$ cat config.mk
export PLATFORM = sky130hd
export DESIGN_NAME = fetch_queue_flat
export DESIGN_NICKNAME = d
export VERILOG_FILES = /design/src/rtl/fetch_pkg.sv /design/src/rtl/fetch_queue_if.sv /design/src/rtl/fetch_fifo.sv /design/src/rtl/fetch_queue.sv /design/src/flat_wrapper.sv
export SDC_FILE = /design/constraint.sdc
export NUM_CORES = 1
export LEC_CHECK = 0
export CAP_MARGIN = 20
export CORE_MARGIN = 2
export CORE_UTILIZATION = 55
export DETAILED_ROUTE_END_ITERATION = 16
export DONT_BUFFER_PORTS = 1
export HOLD_SLACK_MARGIN = 0.02
export PLACE_DENSITY = 0.71
export SLEW_MARGIN = 0
export SYNTH_ARGS = -nofsm -noshare
export SYNTH_HDL_FRONTEND = slang
export SYNTH_SLANG_ARGS = --single-unit
$ cat constraint.sdc
create_clock -name clk -period 9.72 [get_ports clk]
set_clock_uncertainty 0.15 [all_clocks]
set_input_delay 1.944 -clock clk [delete_from_list [all_inputs] [get_ports clk]]
set_output_delay 1.944 -clock clk [all_outputs]
set_load 0.01 [all_outputs]
$ cat src/rtl/fetch_pkg.sv
// rtl/fetch_pkg.sv - shared types and constants for the instruction fetch queue
// Contents:
//   FETCH_XLEN        native PC / instruction width of fetch_entry_t
//   RESET_PC_DEFAULT  default first fetch address after reset
//   fetch_state_e     PC sequencer states (RUN fetching, HALT parked on a misaligned PC)
//   fetch_entry_t     one buffered fetch result {pc, ins, misalign}
package fetch_pkg;

    localparam int FETCH_XLEN = 32;

    localparam logic [FETCH_XLEN-1:0] RESET_PC_DEFAULT = 32'h0000_0040;

    typedef enum logic {
        FETCH_RUN  = 1'b0,
        FETCH_HALT = 1'b1
    } fetch_state_e;

    typedef struct packed {
        logic [FETCH_XLEN-1:0] pc;
        logic [FETCH_XLEN-1:0] ins;
        logic                  misalign;
    } fetch_entry_t;

endpackage

$ cat src/rtl/fetch_queue_if.sv
// rtl/fetch_queue_if.sv - fetch-to-decode handshake bundle
// Signals:
//   id_valid     queue head valid (fetch -> decode)
//   id_ready     decode accepts the head this cycle (decode -> fetch)
//   id_pc        head PC
//   id_ins       head instruction, 0 for misaligned entries
//   id_misalign  head PC has nonzero low two bits
// Modports: master = fetch side, slave = decode side.
interface fetch_queue_if #(
    parameter int XLEN = 32
) ();

    logic            id_valid;
    logic            id_ready;
    logic [XLEN-1:0] id_pc;
    logic [XLEN-1:0] id_ins;
    logic            id_misalign;

    modport master (
        output id_valid,
        output id_pc,
        output id_ins,
        output id_misalign,
        input  id_ready
    );

    modport slave (
        input  id_valid,
        input  id_pc,
        input  id_ins,
        input  id_misalign,
        output id_ready
    );

endinterface

$ cat src/rtl/fetch_fifo.sv
// rtl/fetch_fifo.sv - synchronous FIFO of fetch entries with flush
// Parameters:
//   DEPTH       entry count, power of two, >= 2
// Ports:
//   clk, rst_n  clock and asynchronous active-low reset
//   flush       empties the FIFO; overrides push and pop in the same cycle
//   push        write push_entry at the tail
//   push_entry  entry to write
//   pop         drop the head
//   head        current head entry (meaningful when !empty)
//   count       number of stored entries, 0..DEPTH
//   full/empty  occupancy flags
module fetch_fifo
    import fetch_pkg::*;
#(
    parameter  int DEPTH = 4,
    localparam int AW    = $clog2(DEPTH),
    localparam int CW    = AW + 1
) (
    input  logic          clk,
    input  logic          rst_n,
    input  logic          flush,
    input  logic          push,
    input  fetch_entry_t  push_entry,
    input  logic          pop,
    output fetch_entry_t  head,
    output logic [CW-1:0] count,
    output logic          full,
    output logic          empty
);

    fetch_entry_t  mem [DEPTH];
    logic [AW-1:0] wr_ptr;
    logic [AW-1:0] rd_ptr;
    logic          do_push;
    logic          do_pop;

    assign empty = (count == '0);
    assign full  = (count == CW'(DEPTH));

    // A push into a full FIFO is accepted only when the head leaves in the
    // same cycle; the slot being vacated is the one being written.
    assign do_pop  = pop && !empty;
    assign do_push = push && (!full || do_pop);

    assign head = mem[rd_ptr];

    // Pointers wrap naturally because DEPTH is a power of two.
    always_ff @(posedge clk or negedge rst_n) begin
        if (!rst_n) begin
            wr_ptr <= '0;
            rd_ptr <= '0;
            count  <= '0;
        end else if (flush) begin
            wr_ptr <= '0;
            rd_ptr <= '0;
            count  <= '0;
        end else begin
            if (do_push) begin
                wr_ptr <= wr_ptr + AW'(1);
            end
            if (do_pop) begin
                rd_ptr <= rd_ptr + AW'(1);
            end
            count <= count + CW'(do_push) - CW'(do_pop);
        end
    end

    // Storage needs no reset: head is only consumed while count != 0.
    always_ff @(posedge clk) begin
        if (do_push && !flush) begin
            mem[wr_ptr] <= push_entry;
        end
    end

endmodule

$ cat src/rtl/fetch_queue.sv
// rtl/fetch_queue.sv - instruction fetch stage with decoupling prefetch queue
// Parameters:
//   XLEN      PC and instruction width
//   RESET_PC  first fetch address after reset
//   DEPTH     queue entries (power of two, >= 2; >= 3 for one entry per cycle)
//   IMEM_AW   imem word-address width
// Ports:
//   clk, rst_n       clock and asynchronous active-low reset
//   redirect_valid   taken jump/branch: flush queue and in-flight read, refetch
//   redirect_target  new PC when redirect_valid
//   imem_req         imem read strobe
//   imem_addr        imem word address, pc[IMEM_AW+1:2]
//   imem_rdata       imem read data, valid the cycle after imem_req
//   id               decode handshake (fetch_queue_if master)
//   fetch_halted     fetch parked on a misaligned PC until the next redirect
module fetch_queue
    import fetch_pkg::*;
#(
    parameter int              XLEN     = FETCH_XLEN,
    parameter logic [XLEN-1:0] RESET_PC = RESET_PC_DEFAULT,
    parameter int              DEPTH    = 4,
    parameter int              IMEM_AW  = 8
) (
    input  logic               clk,
    input  logic               rst_n,
    input  logic               redirect_valid,
    input  logic [XLEN-1:0]    redirect_target,
    output logic               imem_req,
    output logic [IMEM_AW-1:0] imem_addr,
    input  logic [XLEN-1:0]    imem_rdata,
    fetch_queue_if.master      id,
    output logic               fetch_halted
);

    localparam int CW = $clog2(DEPTH) + 1;

    // Legacy-compatible encoding, identical to fetch_state_e.
    localparam logic [0:0] S_RUN  = 1'(FETCH_RUN);
    localparam logic [0:0] S_HALT = 1'(FETCH_HALT);

    logic [XLEN-1:0] pc;
    logic [XLEN-1:0] issue_pc;
    logic [0:0]      state;
    logic            inflight;

    logic [CW-1:0]   fifo_count;
    logic            fifo_full;
    logic            fifo_empty;
    fetch_entry_t    fifo_head;
    fetch_entry_t    push_entry;

    logic [CW:0]     occupancy;
    logic            has_credit;
    logic            pc_misaligned;
    logic            running;
    logic            issue;
    logic            resp_push;
    logic            mis_push;
    logic            push;
    logic            pop;

    // A credit reserves a queue slot for every read still in flight, so a
    // response can always be pushed. The check uses the registered count, so
    // a pop only frees a credit from the following cycle.
    assign occupancy     = {1'b0, fifo_count} + {{CW{1'b0}}, inflight};
    assign has_credit    = !fifo_full && (occupancy < (CW+1)'(DEPTH));
    assign pc_misaligned = (pc[1:0] != 2'b00);
    assign running       = (state == S_RUN);

    // rst_n gates the strobe so it drops together with the async reset.
    assign issue = rst_n && running && !pc_misaligned && has_credit && !redirect_valid;

    // A response arriving in a redirect cycle belongs to the old stream.
    assign resp_push = inflight && !redirect_valid;

    // A misaligned PC never reaches imem; it becomes a marker entry for decode.
    // inflight can only be set after an aligned issue, so this never collides
    // with a response push; the guard keeps it that way by construction.
    assign mis_push = running && pc_misaligned && has_credit && !inflight && !redirect_valid;

    assign push = resp_push || mis_push;

    always_comb begin
        push_entry = '0;
        if (resp_push) begin
            push_entry.pc  = issue_pc;
            push_entry.ins = imem_rdata;
        end else if (mis_push) begin
            push_entry.pc       = pc;
            push_entry.misalign = 1'b1;
        end
    end

    // A pop coinciding with a redirect is discarded; the flush wins.
    assign pop = id.id_valid && id.id_ready && !redirect_valid;

    fetch_fifo #(
        .DEPTH (DEPTH)
    ) u_fifo (
        .clk        (clk),
        .rst_n      (rst_n),
        .flush      (redirect_valid),
        .push       (push),
        .push_entry (push_entry),
        .pop        (pop),
        .head       (fifo_head),
        .count      (fifo_count),
        .full       (fifo_full),
        .empty      (fifo_empty)
    );

    assign imem_req  = issue;
    assign imem_addr = pc[IMEM_AW+1:2];

    // Head fields read as zero while empty so stale storage never leaks out.
    assign id.id_valid    = !fifo_empty;
    assign id.id_pc       = fifo_empty ? '0   : fifo_head.pc;
    assign id.id_ins      = fifo_empty ? '0   : fifo_head.ins;
    assign id.id_misalign = fifo_empty ? 1'b0 : fifo_head.misalign;

    assign fetch_halted = (state == S_HALT);

    always_ff @(posedge clk or negedge rst_n) begin
        if (!rst_n) begin
            pc       <= RESET_PC;
            issue_pc <= '0;
            state    <= S_RUN;
            inflight <= 1'b0;
        end else if (redirect_valid) begin
            pc       <= redirect_target;
            state    <= S_RUN;
            inflight <= 1'b0;
        end else begin
            inflight <= issue;
            if (issue) begin
                issue_pc <= pc;
                pc       <= pc + XLEN'(4);
            end
            if (mis_push) begin
                state <= S_HALT;
            end
        end
    end

endmodule

$ cat src/flat_wrapper.sv
// flat-port wrapper written by rule: the top's interface ports become plain ports
module fetch_queue_flat import fetch_pkg::*;
#(
    parameter int              XLEN     = FETCH_XLEN,
    parameter logic [XLEN-1:0] RESET_PC = RESET_PC_DEFAULT,
    parameter int              DEPTH    = 4,
    parameter int              IMEM_AW  = 8
)
  (clk, rst_n, redirect_valid, redirect_target, imem_req, imem_addr, imem_rdata, fetch_halted, id_id_valid, id_id_pc, id_id_ins, id_id_misalign, id_id_ready);
  fetch_queue_if #(.XLEN(XLEN)) id_i ();
  input  logic clk;
  input  logic rst_n;
  input  logic redirect_valid;
  input  logic [XLEN-1:0] redirect_target;
  output logic imem_req;
  output logic [IMEM_AW-1:0] imem_addr;
  input  logic [XLEN-1:0] imem_rdata;
  output logic fetch_halted;
  output wire logic [$bits(id_i.id_valid)-1:0] id_id_valid;
  output wire logic [$bits(id_i.id_pc)-1:0] id_id_pc;
  output wire logic [$bits(id_i.id_ins)-1:0] id_id_ins;
  output wire logic [$bits(id_i.id_misalign)-1:0] id_id_misalign;
  input wire logic [$bits(id_i.id_ready)-1:0] id_id_ready;
  assign id_id_valid = id_i.id_valid;
  assign id_id_pc = id_i.id_pc;
  assign id_id_ins = id_i.id_ins;
  assign id_id_misalign = id_i.id_misalign;
  assign id_i.id_ready = id_id_ready;
  fetch_queue #(.XLEN(XLEN), .RESET_PC(RESET_PC), .DEPTH(DEPTH), .IMEM_AW(IMEM_AW)) u_core (.clk(clk), .rst_n(rst_n), .redirect_valid(redirect_valid), .redirect_target(redirect_target), .imem_req(imem_req), .imem_addr(imem_addr), .imem_rdata(imem_rdata), .id(id_i), .fetch_halted(fetch_halted));
endmodule
After elaboration in Yosys (flattened, before gate mapping) --
Memory sizes are Yosys's and may differ from the RTL's. Cells that the tools add are included. W data, S select, Z words.
Storage, ports and cells: bits in registers 73, bits in writable memories 260, output and inout bits 76, word-level logic and storage cells 67, memories 1
Memories:
- u_core.u_fifo.mem | depth 4, width 65, read ports 1, clocked after Yosys merged registers in 0, write ports 1, RTL line fetch_fifo.sv:32 | fetch_entry_t mem [DEPTH];
Operators by class: $add $sub $neg 6, order comparisons 1, equal/unequal tests 1, multiplexer cells 20, bitwise operators 2, reduce and logical (&&, ||, !) cells 29
Operator list (number):
- $mux W32 | 7
- $add A32 B3 Y32 const B | 1
- $logic_and A1 B1 Y1 | 15
- $reduce_bool A2 Y1 | 5
- $mux W1 | 8
- $mux W2 | 4
- $logic_not A1 Y1 | 5
- $add A2 B1 Y2 const B | 2
- $add A3 B1 Y4 | 1
- $lt A4 B3 Y1 const B | 1
- $add A3 B1 Y3 | 1
- $eq A3 B3 Y1 const B | 1
- $logic_not A3 Y1 | 1
- $mux W3 | 1
- $sub A3 B1 Y3 | 1
- $logic_or A1 B1 Y1 | 2
- $not A1 Y1 | 2
- $reduce_and A2 Y1 | 1

Logic depth before layout (Yosys ltp) --
word-level depth 11, gate-level depth with buffers 13, depth with buffers taken out 13

Cells and area by module --
A second synthesis with hierarchy kept.
Second synthesis, totals: cell total of the unflattened synthesis 833, area total of the unflattened synthesis 14032.2 um^2
Modules (own cells, without submodules):
- fetch_fifo | times used 1, cells an instance 386, area an instance 9820.7 um^2, seq. area each 7982.7 um^2
- fetch_queue | times used 1, cells an instance 447, area an instance 4211.5 um^2, seq. area each 1652.8 um^2

Worst setup path after synthesis --
Ideal clock, no wire load.
kind input to output, start input port redirect_valid, end output port imem_req, arrival time 2.747 ns, slack 4.879 ns, stages on the path 3, path buffers 2, path through clkbuf_1 nor3_2 buf_2
Between the ends: longest elaborated chain between the ends 2
RTL lines:
- start, declared | RTL line flat_wrapper.sv:13 | input logic redirect_valid;
- $logic_not A1 Y1 | RTL line fetch_queue.sv:71 | assign issue = rst_n && running && !pc_misaligned && has_credit && !redirect_valid;
- $logic_and A1 B1 Y1 | RTL line fetch_queue.sv:71
- end, declared | RTL line flat_wrapper.sv:15 | output logic imem_req;
Every way passes these cells.

Worst setup path after layout --
start register u_core.u_fifo.rd_ptr[0], end output port id_id_pc[31]
Between the ends: longest elaborated chain between the ends 2
RTL lines:
- start, declared | RTL line fetch_fifo.sv:34 | logic [AW-1:0] rd_ptr;
- start signal, assigned | RTL line fetch_fifo.sv:63 | rd_ptr <= rd_ptr + AW'(1);
- $mem_v2 Z4 W65
- $mux W32 | RTL line fetch_queue.sv:117 | assign id.id_pc = fifo_empty ? '0 : fifo_head.pc;
- end, declared | RTL line flat_wrapper.sv:20 | output wire logic [$bits(id_i.id_pc)-1:0] id_id_pc;
Every way passes these cells.

==> metrics.md <==
| Metric | Value |
|---|---|
| DRT iter0 DRCs | 487 |
| Setup TNS | 0 ns |
| DIE WIDTH | 163 um |
| Final Setup Violations | 0 |
| GRT Resource Usage Total | between 20% and 30% |
| Worst EP arrival | approximately 2.9 ns |
| Final WL | around 27000 um |
| Pwr Total | 4.09 mW |
| Syn_nets | 912 |
| Core Area | 25000 um2 |
| Hold Slack | 0.357 ns |
| Max stage delay cell, worst path | dfrtp_4 |
| Clock sinks | 333 |
| Max cap viols | 0 |
| Core Util, Final | 61.0% |
| CTS max path bufs | 3 |
| Final hold vios | 0 |
| Outcome | completed |
| Crit share post-route | 51.0% |
| # resized after CTS | 0 |
| Largest net degree at the start of global routing | 76 |
| Final Slew Violations | 0 |
| Tightest Hold Check Type | flip-flop to flip-flop |
| GR Overflow Total | 0 |
| Asr flop ratio synth | between 20% and 30% |
| Nets | 898 |
| RSZ-0062 raised after global routing | false |
| Setup bufs post-CTS | 0 |
| Post-synth EDFFs | 260 |
| Fin cells | 1175 |
| Worst-Margin Slew | 1.05 ns |
| Adder-Cell Fraction of Synth Area | 0.862% |
| Filler cell count | 1818 |
| Number of CTS-inserted buffers | 35 |
| Avg Synthesized Cell Area | 16.7 um2 |
| DRT antenna net count | 0 |
| Worst path max stage delay | 0.75 ns |
| Mux contribution to synthesized area | 13.2% |
| CTS tree | yes |
| Die area | 26600 um2 |
| DP Worst Slack | 5.18 ns |
| Post-CTS Hold Fix Bufs | 0 |
| Placed Area | 14200 um2 |
| Pre-Repair DR Iteration Count | 5 |
| Drt wl/cell | 22.6 um |
| Synthesized cell area | 13900 um2 |
| Post-route minimum period | slightly below 5 ns |
| Non-Filler Cell Area, Final | 15300 um2 |
| Max-slew headroom at the worst pin | 29.7% |
| Post-synthesis cell type count | 47 |
| Root Driver | clkbuf_16 |
| Initial antenna violation count | 0 |
| Primary FF master, synth | edfxtp_1 |
| Synth-to-Final Area Change | 9.62% |
| First-pass GRT wire length | 41800 um |
| Lkg Pwr | 5.12 nW |
| Initial Utilization | between 50 and 60% |
| Critical-path maximum fanout | 43 |
| Clock-pin slew on the worst setup and hold paths | 0.06 ns |
| Req. time, crit path | 7.63 ns |
| Post-Synth Simple-Gate Area | under 10% |
| Via count | 7127 |
| R2r setup slk | 6.35 ns |
| VDD IR max | 130 uV |
| Die Ht | between 150 and 200 um |
| Vias in the first global route | ~7.6k |
| Compound-Gate Fraction of Synth Area | 4.07% |
| Hpwl dp | between 15000 and 20000 um |
| # rows | between 50 and 60 |
| Synth Register Bits | 333 |
| DRC viols | 0 |
| Port Buffers | 0 |
| Synth Area in XOR/XNOR | under 10% |
| Commonest cells after routing, fill and taps aside | edfxtp_1, and2_1, dfrtp_1 |
| Yosys warnings | 0 |
| Leading cell type in the layout, fill and taps excluded | edfxtp_1 |
| Layout cells sized above 1 | 19.3% |
| Placed cells | 1113 |
| Power Density | ~270 nW/um2 |
| Fmax | 0.202 GHz |
| Combinational family with the most area after synthesis | multiplexers |
| Mapped Cells | 835 |
| I/O pins | 144 |
| Critical Path Start Type | flip-flop |
| Hold depth | 1 |
| Cells on worst reg2reg path | 13 |
| Kind of critical path | flip-flop to output pin |
| RePlAce Congestion | 0.823 |
| Setup ws final | 4.76 ns |
| Vias per inst | a little over 6 |
| Critical path cell sequence | buf_4 > mux4_2 > and2_1 |
| Worst setup EP type | output pin |
| Clock latency on the worst-skew pair | 0.51 ns |
| Register area share after synthesis | roughly 70% |
| CTS H-tree lvls | 2 |
[layer usage]
| layer | share of wire (%) | track usage, % |
|---|---|---|
| met4 | 1.8 | 5.31 |
| met2 | 49 | 33.8 |
| met3 | 5.3 | 3.66 |
| met1 | 44 | 28.6 |
| met5 | 0 | 0 |
[final timing paths]
| check | startpoint | to |
|---|---|---|
| min in group asynchronous | rst_n | u_core.pc[3]$_DFFE_PN0N_ |
| max reg2reg | u_core.u_fifo.count[1]$_DFF_PN0_ | u_core.u_fifo.count[2]$_DFF_PN0_ |
| min | u_core.issue_pc[21]$_DFFE_PN0P_ | u_core.issue_pc[21]$_DFFE_PN0P_ |
| max | u_core.u_fifo.rd_ptr[0]$_DFFE_PN0P_ | id_id_pc[31] |
| min reg2reg | u_core.issue_pc[21]$_DFFE_PN0P_ | u_core.issue_pc[21]$_DFFE_PN0P_ |
| max in group asynchronous | rst_n | u_core.pc[6]$_DFFE_PN1N_ |
[sequential cells by signal, summed over array words and instances (netlist names)]
signal / count
u_core.inflight: 1
u_core.issue_pc: 32
u_core.u_fifo.rd_ptr: 2
u_core.pc: 32
u_core.u_fifo.wr_ptr: 2
u_core.fetch_halted: 1
u_core.u_fifo.mem: 260
u_core.u_fifo.count: 3
[final cells by class]
class,count,area (um2),share of cell area [%]
antenna,1,2.50,0.0164
clock buffer,44,952,6.23
clock inverter,16,121,0.794
inverter,11,41.3,0.270
multi-input combinational,433,4050,26.5
sequential,333,9640,63.1
tap,330,413,2.70
timing repair buffer,7,65.1,0.426
[kinds of logic after synthesis]
family                     Yosys count
DFF                                333
and+or+nand+nor                    225
xor gates and xnor gates            21
adders and majority gates            9
muxes                               98
buffers and inverters               69
AOI/OAI and AO/OA                   80
[Yosys cell counts, types with 5 or more instances]
library cell	instances	area (um2)
buf_4	8	60.1
nor3_1	8	40.0
nor2_1	19	71.3
a22o_1	32	280
xnor2_1	17	149
mux2_2	32	360
nand3_1	14	70.1
edfxtp_1	260	7810
a31oi_1	10	62.6
clkbuf_1	36	135
buf_2	11	55.1
nor4_1	9	56.3
or3_1	10	62.6
and3_1	5	31.3
inv_1	11	41.3
ha_1	8	100
nand2_1	36	135
nand4_1	5	31.3
dfrtp_1	72	1800
o21ai_0	27	135
and2_1	97	607
mux4_2	65	1460
[worst max-delay path, delay by kind of cell (launching register included)]
| family | cells | cell delay [ns] |
|---|---|---|
| simple gates | 1 | 0.21 |
| mux | 1 | 0.63 |
| flops | 1 | 0.75 |
| buf+inv | 1 | 0.75 |
[power breakdown]
group          leakage [nW]  internal (mW)  switching, mW
registers              3.26           1.77          0.131
logic                  1.34          0.426          0.519
clock network         0.522          0.743          0.500
total                  5.12           2.94           1.15
No activity file was read; power rests on OpenSTA's default activity.
